## src/rtl/symmetric_tap_reader_pkg.sv

```systemverilog
// Shared constants and types for the serial symmetric FIR datapath:
// filter geometry, sample/pair-sum types and the tap-reader state encoding.
package fir_pkg;

    localparam int unsigned TAPS  = 33;
    localparam int unsigned DW    = 3;
    localparam int unsigned PAIRS = (TAPS - 1) / 2;
    localparam int unsigned AW    = 6;

    typedef enum logic {
        IDLE = 1'b0,
        RUN  = 1'b1
    } state_t;

    typedef logic signed [DW-1:0] sample_t;
    typedef logic signed [DW:0]   pairsum_t;

endpackage

```

## src/rtl/symmetric_tap_reader_if.sv

```systemverilog
// Sample-side inputs and tap-stream outputs of the symmetric tap reader.
// master: sampler / MAC side, slave: the tap reader itself.
interface symmetric_tap_reader_if #(
    parameter int unsigned DW = fir_pkg::DW,
    parameter int unsigned AW = fir_pkg::AW
) ();

    logic          iEnSample_600k;
    logic          iEnDelay;
    logic [DW-1:0] iFirIn;

    logic [AW-1:0] oTapIdx;
    logic [DW:0]   oPairSum;
    logic          oCenter;
    logic          oValid;
    logic          oLast;
    logic          oBusy;
    logic          oOverrun;

    modport master (
        output iEnSample_600k, iEnDelay, iFirIn,
        input  oTapIdx, oPairSum, oCenter, oValid, oLast, oBusy, oOverrun
    );

    modport slave (
        input  iEnSample_600k, iEnDelay, iFirIn,
        output oTapIdx, oPairSum, oCenter, oValid, oLast, oBusy, oOverrun
    );

endinterface

```

## src/rtl/symmetric_tap_reader_ring.sv

```systemverilog
// Sample history register file: DEPTH x DW entries, asynchronous clear,
// one synchronous write port and two combinational read ports.
module sample_ring_mem #(
    parameter int unsigned DEPTH = fir_pkg::TAPS,
    parameter int unsigned DW    = fir_pkg::DW,
    parameter int unsigned AW    = fir_pkg::AW
) (
    input  logic          iClk_12M,
    input  logic          iRsn,
    input  logic          we,
    input  logic [AW-1:0] waddr,
    input  logic [DW-1:0] wdata,
    input  logic [AW-1:0] rd_a_addr,
    input  logic [AW-1:0] rd_b_addr,
    output logic [DW-1:0] rd_a_data,
    output logic [DW-1:0] rd_b_data
);

    logic [DW-1:0] mem [DEPTH];

    // Storage: clear every entry on reset, otherwise write one sample when enabled.
    always_ff @(posedge iClk_12M or negedge iRsn) begin
        if (!iRsn) begin
            for (int unsigned i = 0; i < DEPTH; i++) begin
                mem[i] <= '0;
            end
        end else if (we) begin
            mem[waddr] <= wdata;
        end
    end

    assign rd_a_data = mem[rd_a_addr];
    assign rd_b_data = mem[rd_b_addr];

endmodule

```

## src/rtl/symmetric_tap_reader.sv

```systemverilog
// Serial read side of the FIR sample history. Each accepted sample is written
// into a TAPS-entry ring, then the symmetric pair sums x[n-k] + x[n-(TAPS-1)+k]
// for k = 0..PAIRS-1 followed by the centre tap are streamed one per clock.
module symmetric_tap_reader #(
    parameter int unsigned TAPS = fir_pkg::TAPS,
    parameter int unsigned DW   = fir_pkg::DW,
    parameter int unsigned AW   = fir_pkg::AW
) (
    input  logic                         iClk_12M,
    input  logic                         iRsn,
    symmetric_tap_reader_if.slave        bus
);

    import fir_pkg::*;

    localparam int unsigned   PAIRS_N  = (TAPS - 1) / 2;
    localparam logic [AW-1:0] LAST_PTR = AW'(TAPS - 1);
    localparam logic [AW-1:0] CENTER_K = AW'(PAIRS_N);

    function automatic logic [AW-1:0] ptr_inc(input logic [AW-1:0] p);
        return (p == LAST_PTR) ? '0 : p + 1'b1;
    endfunction

    function automatic logic [AW-1:0] ptr_dec(input logic [AW-1:0] p);
        return (p == '0) ? LAST_PTR : p - 1'b1;
    endfunction

    state_t        state_q, state_d;
    logic [AW-1:0] k_q, k_d;
    logic [AW-1:0] wptr_q, wptr_d;
    logic [AW-1:0] rd_a_q, rd_a_d;
    logic [AW-1:0] rd_b_q, rd_b_d;

    logic          accept;
    logic          beat_valid;
    logic          beat_last;
    logic          overrun_set;

    logic [DW-1:0] ring_a, ring_b;
    logic [DW:0]   ext_a, ext_b, pair_sum;

    logic [AW-1:0] tap_idx_q;
    logic [DW:0]   pair_sum_q;
    logic          center_q;
    logic          valid_q;
    logic          last_q;
    logic          overrun_q;

    assign accept = bus.iEnSample_600k & bus.iEnDelay;

    sample_ring_mem #(
        .DEPTH (TAPS),
        .DW    (DW),
        .AW    (AW)
    ) u_ring (
        .iClk_12M  (iClk_12M),
        .iRsn      (iRsn),
        .we        (accept),
        .waddr     (wptr_d),
        .wdata     (bus.iFirIn),
        .rd_a_addr (rd_a_q),
        .rd_b_addr (rd_b_q),
        .rd_a_data (ring_a),
        .rd_b_data (ring_b)
    );

    // Exact signed pair sum; on the centre beat both pointers meet and only rdA counts.
    assign ext_a    = {ring_a[DW-1], ring_a};
    assign ext_b    = {ring_b[DW-1], ring_b};
    assign pair_sum = beat_last ? ext_a : ext_a + ext_b;

    // Next-state: beat sequencing in RUN; an accept always wins and restarts at k = 0.
    always_comb begin
        state_d     = state_q;
        k_d         = k_q;
        wptr_d      = wptr_q;
        rd_a_d      = rd_a_q;
        rd_b_d      = rd_b_q;
        beat_valid  = 1'b0;
        beat_last   = 1'b0;
        overrun_set = 1'b0;

        if (state_q == RUN) begin
            beat_valid = 1'b1;
            beat_last  = (k_q == CENTER_K);
            rd_a_d     = ptr_dec(rd_a_q);
            rd_b_d     = ptr_inc(rd_b_q);
            if (beat_last) begin
                state_d = IDLE;
            end else begin
                k_d = k_q + 1'b1;
            end
        end

        // The ring is written through wptr_d, so the first beat already reads the new sample.
        if (accept) begin
            wptr_d      = ptr_inc(wptr_q);
            state_d     = RUN;
            k_d         = '0;
            rd_a_d      = wptr_d;
            rd_b_d      = ptr_inc(wptr_d);
            overrun_set = (state_q == RUN) && !beat_last;
        end
    end

    // State, beat counter and ring pointers.
    always_ff @(posedge iClk_12M or negedge iRsn) begin
        if (!iRsn) begin
            state_q <= IDLE;
            k_q     <= '0;
            wptr_q  <= '0;
            rd_a_q  <= '0;
            rd_b_q  <= '0;
        end else begin
            state_q <= state_d;
            k_q     <= k_d;
            wptr_q  <= wptr_d;
            rd_a_q  <= rd_a_d;
            rd_b_q  <= rd_b_d;
        end
    end

    // Output registers: index and sum hold between sequences, overrun is sticky.
    always_ff @(posedge iClk_12M or negedge iRsn) begin
        if (!iRsn) begin
            tap_idx_q  <= '0;
            pair_sum_q <= '0;
            center_q   <= 1'b0;
            valid_q    <= 1'b0;
            last_q     <= 1'b0;
            overrun_q  <= 1'b0;
        end else begin
            valid_q  <= beat_valid;
            last_q   <= beat_last;
            center_q <= beat_last;
            if (beat_valid) begin
                tap_idx_q  <= k_q;
                pair_sum_q <= pair_sum;
            end
            if (overrun_set) begin
                overrun_q <= 1'b1;
            end
        end
    end

    assign bus.oTapIdx  = tap_idx_q;
    assign bus.oPairSum = pair_sum_q;
    assign bus.oCenter  = center_q;
    assign bus.oValid   = valid_q;
    assign bus.oLast    = last_q;
    assign bus.oBusy    = (state_q == RUN);
    assign bus.oOverrun = overrun_q;

endmodule

```

## src/flat_wrapper.sv

```systemverilog
// flat-port wrapper written by rule: the top's interface ports become plain ports
module symmetric_tap_reader_flat import fir_pkg::*;
#(
    parameter int unsigned TAPS = fir_pkg::TAPS,
    parameter int unsigned DW   = fir_pkg::DW,
    parameter int unsigned AW   = fir_pkg::AW
)
  (iClk_12M, iRsn, bus_iEnSample_600k, bus_iEnDelay, bus_iFirIn, bus_oTapIdx, bus_oPairSum, bus_oCenter, bus_oValid, bus_oLast, bus_oBusy, bus_oOverrun);
  symmetric_tap_reader_if #(.DW(DW), .AW(AW)) bus_i ();
  input  logic iClk_12M;
  input  logic iRsn;
  input wire logic [$bits(bus_i.iEnSample_600k)-1:0] bus_iEnSample_600k;
  input wire logic [$bits(bus_i.iEnDelay)-1:0] bus_iEnDelay;
  input wire logic [$bits(bus_i.iFirIn)-1:0] bus_iFirIn;
  output wire logic [$bits(bus_i.oTapIdx)-1:0] bus_oTapIdx;
  output wire logic [$bits(bus_i.oPairSum)-1:0] bus_oPairSum;
  output wire logic [$bits(bus_i.oCenter)-1:0] bus_oCenter;
  output wire logic [$bits(bus_i.oValid)-1:0] bus_oValid;
  output wire logic [$bits(bus_i.oLast)-1:0] bus_oLast;
  output wire logic [$bits(bus_i.oBusy)-1:0] bus_oBusy;
  output wire logic [$bits(bus_i.oOverrun)-1:0] bus_oOverrun;
  assign bus_i.iEnSample_600k = bus_iEnSample_600k;
  assign bus_i.iEnDelay = bus_iEnDelay;
  assign bus_i.iFirIn = bus_iFirIn;
  assign bus_oTapIdx = bus_i.oTapIdx;
  assign bus_oPairSum = bus_i.oPairSum;
  assign bus_oCenter = bus_i.oCenter;
  assign bus_oValid = bus_i.oValid;
  assign bus_oLast = bus_i.oLast;
  assign bus_oBusy = bus_i.oBusy;
  assign bus_oOverrun = bus_i.oOverrun;
  symmetric_tap_reader #(.TAPS(TAPS), .DW(DW), .AW(AW)) u_core (.iClk_12M(iClk_12M), .iRsn(iRsn), .bus(bus_i));
endmodule
```

## config.mk

```make
export PLATFORM = sky130hd
export DESIGN_NAME = symmetric_tap_reader_flat
export DESIGN_NICKNAME = d
export VERILOG_FILES = /design/src/rtl/symmetric_tap_reader_pkg.sv /design/src/rtl/symmetric_tap_reader_if.sv /design/src/rtl/symmetric_tap_reader_ring.sv /design/src/rtl/symmetric_tap_reader.sv /design/src/flat_wrapper.sv
export SDC_FILE = /design/constraint.sdc
export NUM_CORES = 1
export LEC_CHECK = 0
export BUFFER_PORTS_ARGS = -buffer_cell sky130_fd_sc_hd__buf_2
export CORE_UTILIZATION = 30
export CTS_CLUSTER_DIAMETER = 80
export DETAILED_ROUTE_END_ITERATION = 10
export GPL_TIMING_DRIVEN = 0
export PLACE_DENSITY = 0.49
export REMOVE_ABC_BUFFERS = 1
export SLEW_MARGIN = 30
export SYNTH_ARGS = -nofsm -noshare
export SYNTH_HDL_FRONTEND = slang
export SYNTH_SLANG_ARGS = --single-unit
```

## constraint.sdc

```tcl
create_clock -name iClk_12M -period 3.55 [get_ports iClk_12M]
set_clock_uncertainty 0.15 [all_clocks]
set_input_delay 0.71 -clock iClk_12M [delete_from_list [all_inputs] [get_ports iClk_12M]]
set_output_delay 0.71 -clock iClk_12M [all_outputs]
set_load 0.005 [all_outputs]
```

# Word level (Yosys, flattened, before mapping)
# Index checks and enable logic that the tools add are counted.
[totals] register_bits=137 latch_bits=0 mem_bits_rw=0 mem_bits_ro=0 n_memories=0
[classes] n_addsub=6 n_mul=0 n_div=0 magnitude_cmp=4 n_eq_ne=5 n_shift=0 muxes=28 bitwise=4 reduce_logical=6
[op_table] op="$bwmux 99" count=1
[op_table] op="$mux 6" count=12
[op_table] op="$bmux 3 s6" count=2
[op_table] op="$add 6x1->6 const B" count=4
[op_table] op="$ge 7x7->1 const B" count=3
[op_table] op="$not 6->7" count=3
[op_table] op="$demux 3 s6" count=1
[op_table] op="$eq 6x6->1 const B" count=3
[op_table] op="$mux 3" count=5
[op_table] op="$lt 7x1->1 const B" count=1
[op_table] op="$eq 6x5->1 const B" count=1
[op_table] op="$logic_not 6->1" count=1
[op_table] op="$mux 1" count=6
[op_table] op="$sub 6x1->6 const B" count=1
[op_table] op="$add 3x3->4" count=1
[op_table] op="$mux 4" count=1
[op_table] op="$logic_and 1x1->1" count=2
[op_table] op="$ne 2x1->1 const B" count=1
[op_table] op="$reduce_and 2->1" count=1
[op_table] op="$reduce_bool 2->1" count=1
[op_table] op="$and 1x1->1" count=1
[op_table] op="$logic_not 1->1" count=1

# Logic depth before layout (Yosys ltp)
# Gate-level depths: netlist of the first run.
[logic_depth] word_depth=9 ltp_mapped=13

# Modules after synthesis
# Synthesis of the first run repeated with hierarchy kept, for this count alone.
[hier_totals] cells_unflattened=667 area_unflattened_um2=7923.8
[modules_own_cells] mod="sample_ring_mem" n_inst=1 cells_per_inst=442 area_per_inst_um2=5694.2 seq_area_each_um2=2477.4
[modules_own_cells] mod="symmetric_tap_reader" n_inst=1 cells_per_inst=225 area_per_inst_um2=2229.6 seq_area_each_um2=950.9

# Worst setup path before layout of the first run
# Ideal clock, no wire load.
[synth_path] kind="reg2reg" start="reg u_core.rd_b_q[0]" end="reg u_core.pair_sum_q[1], in the netlist u_core.bus.oPairSum[1]" t_arrival_ps=2903 t_required_ps=3296 slack_ps=393 stages_incl_launch_ff=11 period_less_slack_ps=3157 cell_sequence="dfrtp_1 -> buf_2 -> buf_2 -> mux4_2 -> nor4b_1 -> nor4_1 -> a32o_1 -> ha_1 -> inv_1 -> fa_1 -> a221oi_1"
[synth_between] elab_chain_len=6
[synth_rtl] element="from (decl)" line_no="symmetric_tap_reader.sv:32" source="logic [AW-1:0] rd_b_q, rd_b_d;"
[synth_rtl] element="from (signal assigned)" line_no="symmetric_tap_reader.sv:119" source="rd_b_q <= rd_b_d;"
[synth_rtl] element="$not 6->7 (not written as such)" line_no="symmetric_tap_reader_ring.sv:33" source="assign rd_b_data = mem[rd_b_addr];"
[synth_rtl] element="$bmux 3 s6" line_no="symmetric_tap_reader_ring.sv:33"
[synth_rtl] element="$mux 3 (not written as such) (2 in a row)" line_no="symmetric_tap_reader_ring.sv:33"
[synth_rtl] element="$add 3x3->4" line_no="symmetric_tap_reader.sv:70" source="assign pair_sum = beat_last ? ext_a : ext_a + ext_b;"
[synth_rtl] element="$mux 4" line_no="symmetric_tap_reader.sv:70"
[synth_rtl] element="to (signal assigned)" line_no="symmetric_tap_reader.sv:138" source="pair_sum_q <= pair_sum;"
[synth_rtl] element="to (decl)" line_no="symmetric_tap_reader.sv:43" source="logic [DW:0] pair_sum_q;"
# No other way between the ends. The select of a mux whose other input is x is not followed.
# A chain may end at the register's enable or synchronous reset.

# Worst setup path after layout of the first run
[layout_path] start="reg u_core.rd_b_q[0]" end="reg u_core.pair_sum_q[3], in the netlist u_core.bus.oPairSum[3]"
# The elaborated chain is that of the path after synthesis.

==> results.yml, run 1 <==
cells_and_area:
  final_cell_count_no_fill: 1004
  area_growth_pct: 13.5
  finalNetCount: 676
  layout_commonest_cell: "dfrtp_1"
  final_layout_size_suffix_gt1_share_pct: 39.2
  antennaDiodeCount: 0
  fin_area_um2: 9010
  most-common-layout-cells: "131 x dfrtp_1, 130 x mux2_2, 34 x mux4_2"
  final_util_pct: 34.7
critical_path:
  crit_chain: "buf_4 -> mux4_2 -> a2111oi_0 -> nor4_1 -> a32o_1 -> ha_1 -> mux2_2 -> o22ai_1 -> a21oi_1"
  crit_type: "flop to flop"
  r2r_end: "u_core.bus.oPairSum[3]"
  cp_slowest_stage_delay_ns: 0.58
  cp_max_fo: 5
  worstPathArrival_ns: 3.61
  rrSetupSlack_ns: 0.09
  reg2regPathDepth: 9
  timing.rr.start: "u_core.rd_b_q[0]"
  slowest_stage: "a2111oi_0"
  critPathRequiredTime_ns: 3.70
  start_kind: "flop"
  cp-end-kind: "flop"
sta:
  max_slew.worst_pin.slew_ns: 0.975
  tns_ns: 0
  slew_headroom_pct: 35.0
  fmax_mhz: 289
  rsz0062_at_grt: "false"
  slew_viol_final: 0
  fin_crit_ns: 3.46
  hold_viol: 0
  period_share_pct: 97.5
  finalSetupViolCount: 0
floorplan:
  rows: 59
  core_area_um2: 26000
  die_h_um: 165
  die_area_um2: 27100
  initial_core_util_pct: 30.5
  die_w_um: 165
  pin_count: 22
drt:
  vias_per_cell: 5.63
  drt_iter0_markers: 436
  drt.antenna.violating_nets: 0
  vias: 5654
  wl_per_cell_um: 21.8
  firstDrtPassIters: 5
  drt_wl_total_um: 21900
  drc: 0
synthesis:
  synthCells: 657
  ys_async_sr_fraction_pct: 100
  yosysSeqAreaShare_pct: 43.2
  synth_top_area_share_pct: 43.2
  synth_area_leader_cell: "dfrtp_1"
  synthTopCellsByArea: "dfrtp_1 43%, mux2_2 18%, mux4_2 9.6%"
  synth_cell_type_count: 65
  syn_area_um2: 7940
  synth_seq_cells: 137
  synth_top_flop_cell: "dfrtp_1"
  synth_edf_count: 0
  avgSynthCellArea_um2: 12.1
  yosysWarnings: 0
placed_design:
  place_inst: 968
  post-dp-hpwl_um: 15000
  gp_congestion: 0.831
  port-buffer-count: 21
  place_area_um2: 8360
power:
  peakVddDrop_v: 0.000402
  p_leak_uw: 0.00379
  powerDensity_nw_per_um2: 881
global_route:
  gr-total-overflow: 0
  grt_pass1_wl_um: 34800
  antenna_found_initial: 0
  grt_pass1_vias: 5864
  grt_max_degree: 71
  grtUsageTotal_pct: 17.3
run_status:
  outcome: "completed"
cts:
  root_buffer: "clkbuf_16"
  cts_tree: "done"
  cts_buffers: 17
  cts_sinks: 137
  htreeDepth: 4
  clk_pin_slew_worst_paths_ns: 0.07
  clock_path_buffers: 2
  insertion_delay_ns: 0.43
min_path:
  hp-class: "input port to asynchronous set/reset pin"
flow_run:
  max_cap_violations: 0
## synthesized netlist by cell type (5+ instances only)
master,instances
nand3_1,10
o22ai_1,18
nor2_1,27
a211oi_1,5
a21oi_1,14
nor4_1,12
xor2_1,5
or3_1,6
nand2b_1,7
or4_1,6
xnor2_1,9
dfrtp_1,137
nand4_1,5
nor3_1,21
mux4_2,34
nor4b_1,5
nand2_1,25
o21ai_0,12
nor2b_1,7
inv_1,15
ha_1,12
clkbuf_1,32
or4_4,5
mux2i_1,8
mux2_2,130
buf_2,14
## layout make-up
cell class / instances / area (um^2)
Clock buffer: 17 / 425
Clock inverter: 15 / 133
Fill cell: 2541 / 17000
Inverter: 15 / 56.3
Multi-Input combinational cell: 457 / 4290
Sequential cell: 137 / 3450
Tap cell: 335 / 419
Timing Repair Buffer: 28 / 240
## critical path, delay by kind of cell (launching register included)
| family | cells | cell delay (ns) |
|---|---|---|
| flip-flops | 1 | 0.49 |
| AND/OR/NAND/NOR | 1 | 0.22 |
| adder cells (fa/ha/maj) | 1 | 0.32 |
| buffers and inverters | 1 | 0.18 |
| AO/OA/AOI/OAI | 4 | 1.10 |
| multiplexers | 2 | 0.87 |
## logic make-up (layout without fill, tap and decap cells)
family | Yosys count | after routing | synth area share [%]
and+or+nand+nor | 162 | 162 | 12.2
adders and majority gates | 13 | 13 | 2.14
AOI/OAI and AO/OA | 94 | 94 | 8.29
buffers and inverters | 63 | 75 | 3.25
DFF | 137 | 137 | 43.2
muxes | 174 | 174 | 29.4
xor gates and xnor gates | 14 | 14 | 1.54
## report_power, final
| group | switching, uW | internal (uW) |
|---|---|---|
| Sequential | 760 | 2110 |
| Clock | 788 | 918 |
| Combinational | 1660 | 1690 |
| Total | 3210 | 4720 |
## state kept, by name (all words and copies together) (netlist names), 4 cells and up
| register | count |
|---|---|
| u_core.bus.oPairSum | 4 |
| u_core.bus.oTapIdx | 6 |
| u_core.k_q | 6 |
| u_core.rd_a_q | 6 |
| u_core.rd_b_q | 6 |
| u_core.u_ring.mem | 99 |
| u_core.wptr_q | 6 |
## worst max-delay path by stage
stage / startpoint / endpoint / slack, ns
after global placement: u_core.rd_b_q[0] / u_core.bus.oPairSum[1] / -1.43
after global routing: u_core.rd_a_q[2] / u_core.bus.oPairSum[3] / 0.02
after detailed placement: u_core.rd_a_q[0] / u_core.bus.oPairSum[3] / -0.44
after floorplan: u_core.rd_b_q[0] / u_core.bus.oPairSum[1] / -0.23
final: u_core.rd_b_q[0] / u_core.bus.oPairSum[3] / 0.09
after CTS: u_core.rd_a_q[0] / u_core.bus.oPairSum[1] / 0.003
## metal layers
metal  global-route usage [%]  up-vias  wire [um]
met5                        0        -          0
met4                     6.80        0        487
met3                     3.39       32       1040
met2                     27.4      137      10500
met1                     23.2     2971       9910
li1                         -     2514          -
## per-stage QoR
stage	setup WS (ns)	total power (uW)	hold slack, ns
after floorplan	-0.230	4940	0.264
after global placement	-1.43	5930	0.309
after detailed placement	-0.438	6100	0.301
after CTS	0.00270	7890	0.103
after global routing	0.0218	8390	0.138
final	0.0873	7930	0.0912
## repair_timing
| action | CTS | global route |
|---|---|---|
| gates resized for setup | 7 | 3 |
| setup buffers | 1 | 3 |
| hold endpoints to repair | 0 | 0 |
| pin swaps | 0 | 0 |
| hold buffers | 0 | 0 |
| endpoints found under the setup margin | 3 | 3 |
Power figures use the tool's default switching activity.
==> inputs of run 2 (changes only) <==
--- a/config.mk
+++ b/config.mk
@@ -6,6 +6,7 @@
 export NUM_CORES = 1
 export LEC_CHECK = 0
 export BUFFER_PORTS_ARGS = -buffer_cell sky130_fd_sc_hd__buf_2
+export CORE_ASPECT_RATIO = 0.75
 export CORE_UTILIZATION = 30
 export CTS_CLUSTER_DIAMETER = 80
 export DETAILED_ROUTE_END_ITERATION = 10
==> run 2 against run 1 <==
  * Via count fell by 0.78%
  * Total power rose by 2.8%
  * Cell area rose by 0.56%
  * Critical endpoint is now u_core.bus.oPairSum[1]
  * Sequential power barely moved
  * Highest routed layer unchanged
==> results.yml, run 2 (synthesis gave the netlist of run 1 again) <==
run_status:
  outcome: "completed"
sta:
  fmax_mhz: 294
  hold_viol: 0
  slew_viol_final: 0
  rsz0062_at_grt: "false"
  max_slew.worst_pin.slew_ns: 0.929
  finalSetupViolCount: 0
  whs_ns: 0.106
  fin_crit_ns: 3.40
  period_share_pct: 95.7
  slew_headroom_pct: 38.1
cells_and_area:
  final_layout_size_suffix_gt1_share_pct: 38.8
  final_util_pct: 34.9
  seq_area_um2: 3440
  largest_reg_flops: 99
  multi_input_area_um2: 4280
  nFillCells: 2483
  layout_commonest_cell: "dfrtp_1"
  fin_area_um2: 9060
  antennaDiodeCount: 0
  finalNetCount: 674
  most-common-layout-cells: "132 x dfrtp_1, 130 x mux2_2, 34 x mux4_2"
  largest_register: "u_core.u_ring.mem"
  area_growth_pct: 14.1
power:
  powerDensity_nw_per_um2: 900
  finalPower_uw: 8150
  power.switching_uw: 3180
  p_int_uw: 4980
  swShare_pct: 39.0
  clkPwrFrac_pct: 23.4
  seqPwrFrac_pct: 35.6
  p_comb_share_pct: 41.0
  peakVddDrop_v: 0.000377
  p_leak_uw: 0.00384
placed_design:
  post-dp-hpwl_um: 15200
  gp_congestion: 0.853
  place_area_um2: 8330
  port-buffer-count: 21
drt:
  drc: 0
  vias: 5610
  wl_per_cell_um: 22.5
  drt_iter0_markers: 445
  drt_wl_total_um: 22800
  vias_per_cell: 5.55
  firstDrtPassIters: 5
  drt.antenna.violating_nets: 0
critical_path:
  startpoint: "u_core.rd_a_q[0]"
  crit_type: "flop to flop"
  cp_max_fo: 16
  start_kind: "flop"
  slowest_stage: "dfrtp_4"
  cp-end-kind: "flop"
  critPathRequiredTime_ns: 3.73
  cp_slowest_stage_delay_ns: 0.63
  timing.rr.start: "u_core.rd_a_q[0]"
  worstPathArrival_ns: 3.58
  crit_chain: "nand2b_1 -> o22ai_1 -> nor3_1 -> or4_1 -> ha_1 -> inv_1 -> fa_1 -> a221oi_1"
floorplan:
  rows: 51
  core_area_um2: 26000
  die_area_um2: 27100
  pin_count: 22
  die_w_um: 190
  initial_core_util_pct: 30.6
  die_h_um: 143
global_route:
  top_usage_layer: "met1"
  gr-total-overflow: 0
  grtUsageTotal_pct: 17.6
  antenna_found_initial: 0
  grt_pass1_wl_um: 35400
  grt_util_met2_pct: 25.1
  met3_usage_pct: 3.83
  use_met1_pct: 26.4
  grt_max_degree: 74
  grt_pass1_vias: 5699
cts:
  postCtsHoldBufs: 0
  htreeDepth: 4
  cts_tree: "done"
  clk_pin_slew_worst_paths_ns: 0.06
  clock_path_buffers: 2
  insertion_delay_ns: 0.43
  cts_sinks: 137
  root_buffer: "clkbuf_16"
  cts_buffers: 17
min_path:
  hp-class: "input port to asynchronous set/reset pin"
flow_run:
  max_cap_violations: 0
run 2: critical path: cells and delay by family, from the launching register on:
kind / cells / cell delay (ns)
AOI/OAI and AO/OA: 2 / 0.68
adders and majority gates: 2 / 0.65
DFF: 1 / 0.63
buffers and inverters: 1 / 0.07
and+or+nand+nor: 3 / 1.12
run 2: metal layers:
metal | share of wire, % | vias to the layer above
met3 | 5.0 | 21
li1 | - | 2508
met2 | 42 | 156
met1 | 51 | 2925
met5 | 0 | -
met4 | 1.5 | 0
run 2: timing repair:
item | 4_1_cts | 5_1_grt
setup buffers | 3 | 1
endpoints found under the setup margin | 3 | 3
cloned | 0 | 0
gates resized for setup | 3 | 5
run 2: layout make-up:
cell class              instances  area share (%)
clock buffers                  19            5.00
clock inverters                13            1.93
inverters                      15           0.622
multi-input cells             457            47.3
flip-flops and latches        137            38.0
well taps                     344            4.75
repair buffers                 26            2.39
run 2: final timing paths:
kind	to	slack [ns]	depth (start not counted)
max in group asynchronous	u_core.u_ring.mem[11]	2.39	2
setup / recovery	u_core.bus.oPairSum[1]	0.15	8
hold reg to reg	u_core.bus.oOverrun	0.31	1
setup reg to reg	u_core.bus.oPairSum[1]	0.15	8
min in group iClk_12M	u_core.bus.oOverrun	0.31	1
hold / removal	u_core.k_q[5]	0.11	1
run 2: power by group through the flow:
stage	clock network (uW)	logic, uW	registers (uW)
floorplan	0	2250	2690
global placement	0	3020	2970
detailed placement	0	3040	3040
CTS	1940	3250	2920
global route	2020	3610	2990
finish	1910	3340	2900
run 2: metrics by stage:
| stage | setup slack [ns] | std cells | setup TNS [ns] |
|---|---|---|---|
| 6_report | 0.152 | 1011 | 0 |
| 5_1_grt | 0.0462 | 1011 | 0 |
| 3_3_place_gp | -1.18 | 974 | -48.91 |
| 4_1_cts | 0.0393 | 1010 | 0 |
| 3_5_place_dp | -0.267 | 975 | -2.78 |
| 2_1_floorplan | -0.230 | 609 | -0.417 |
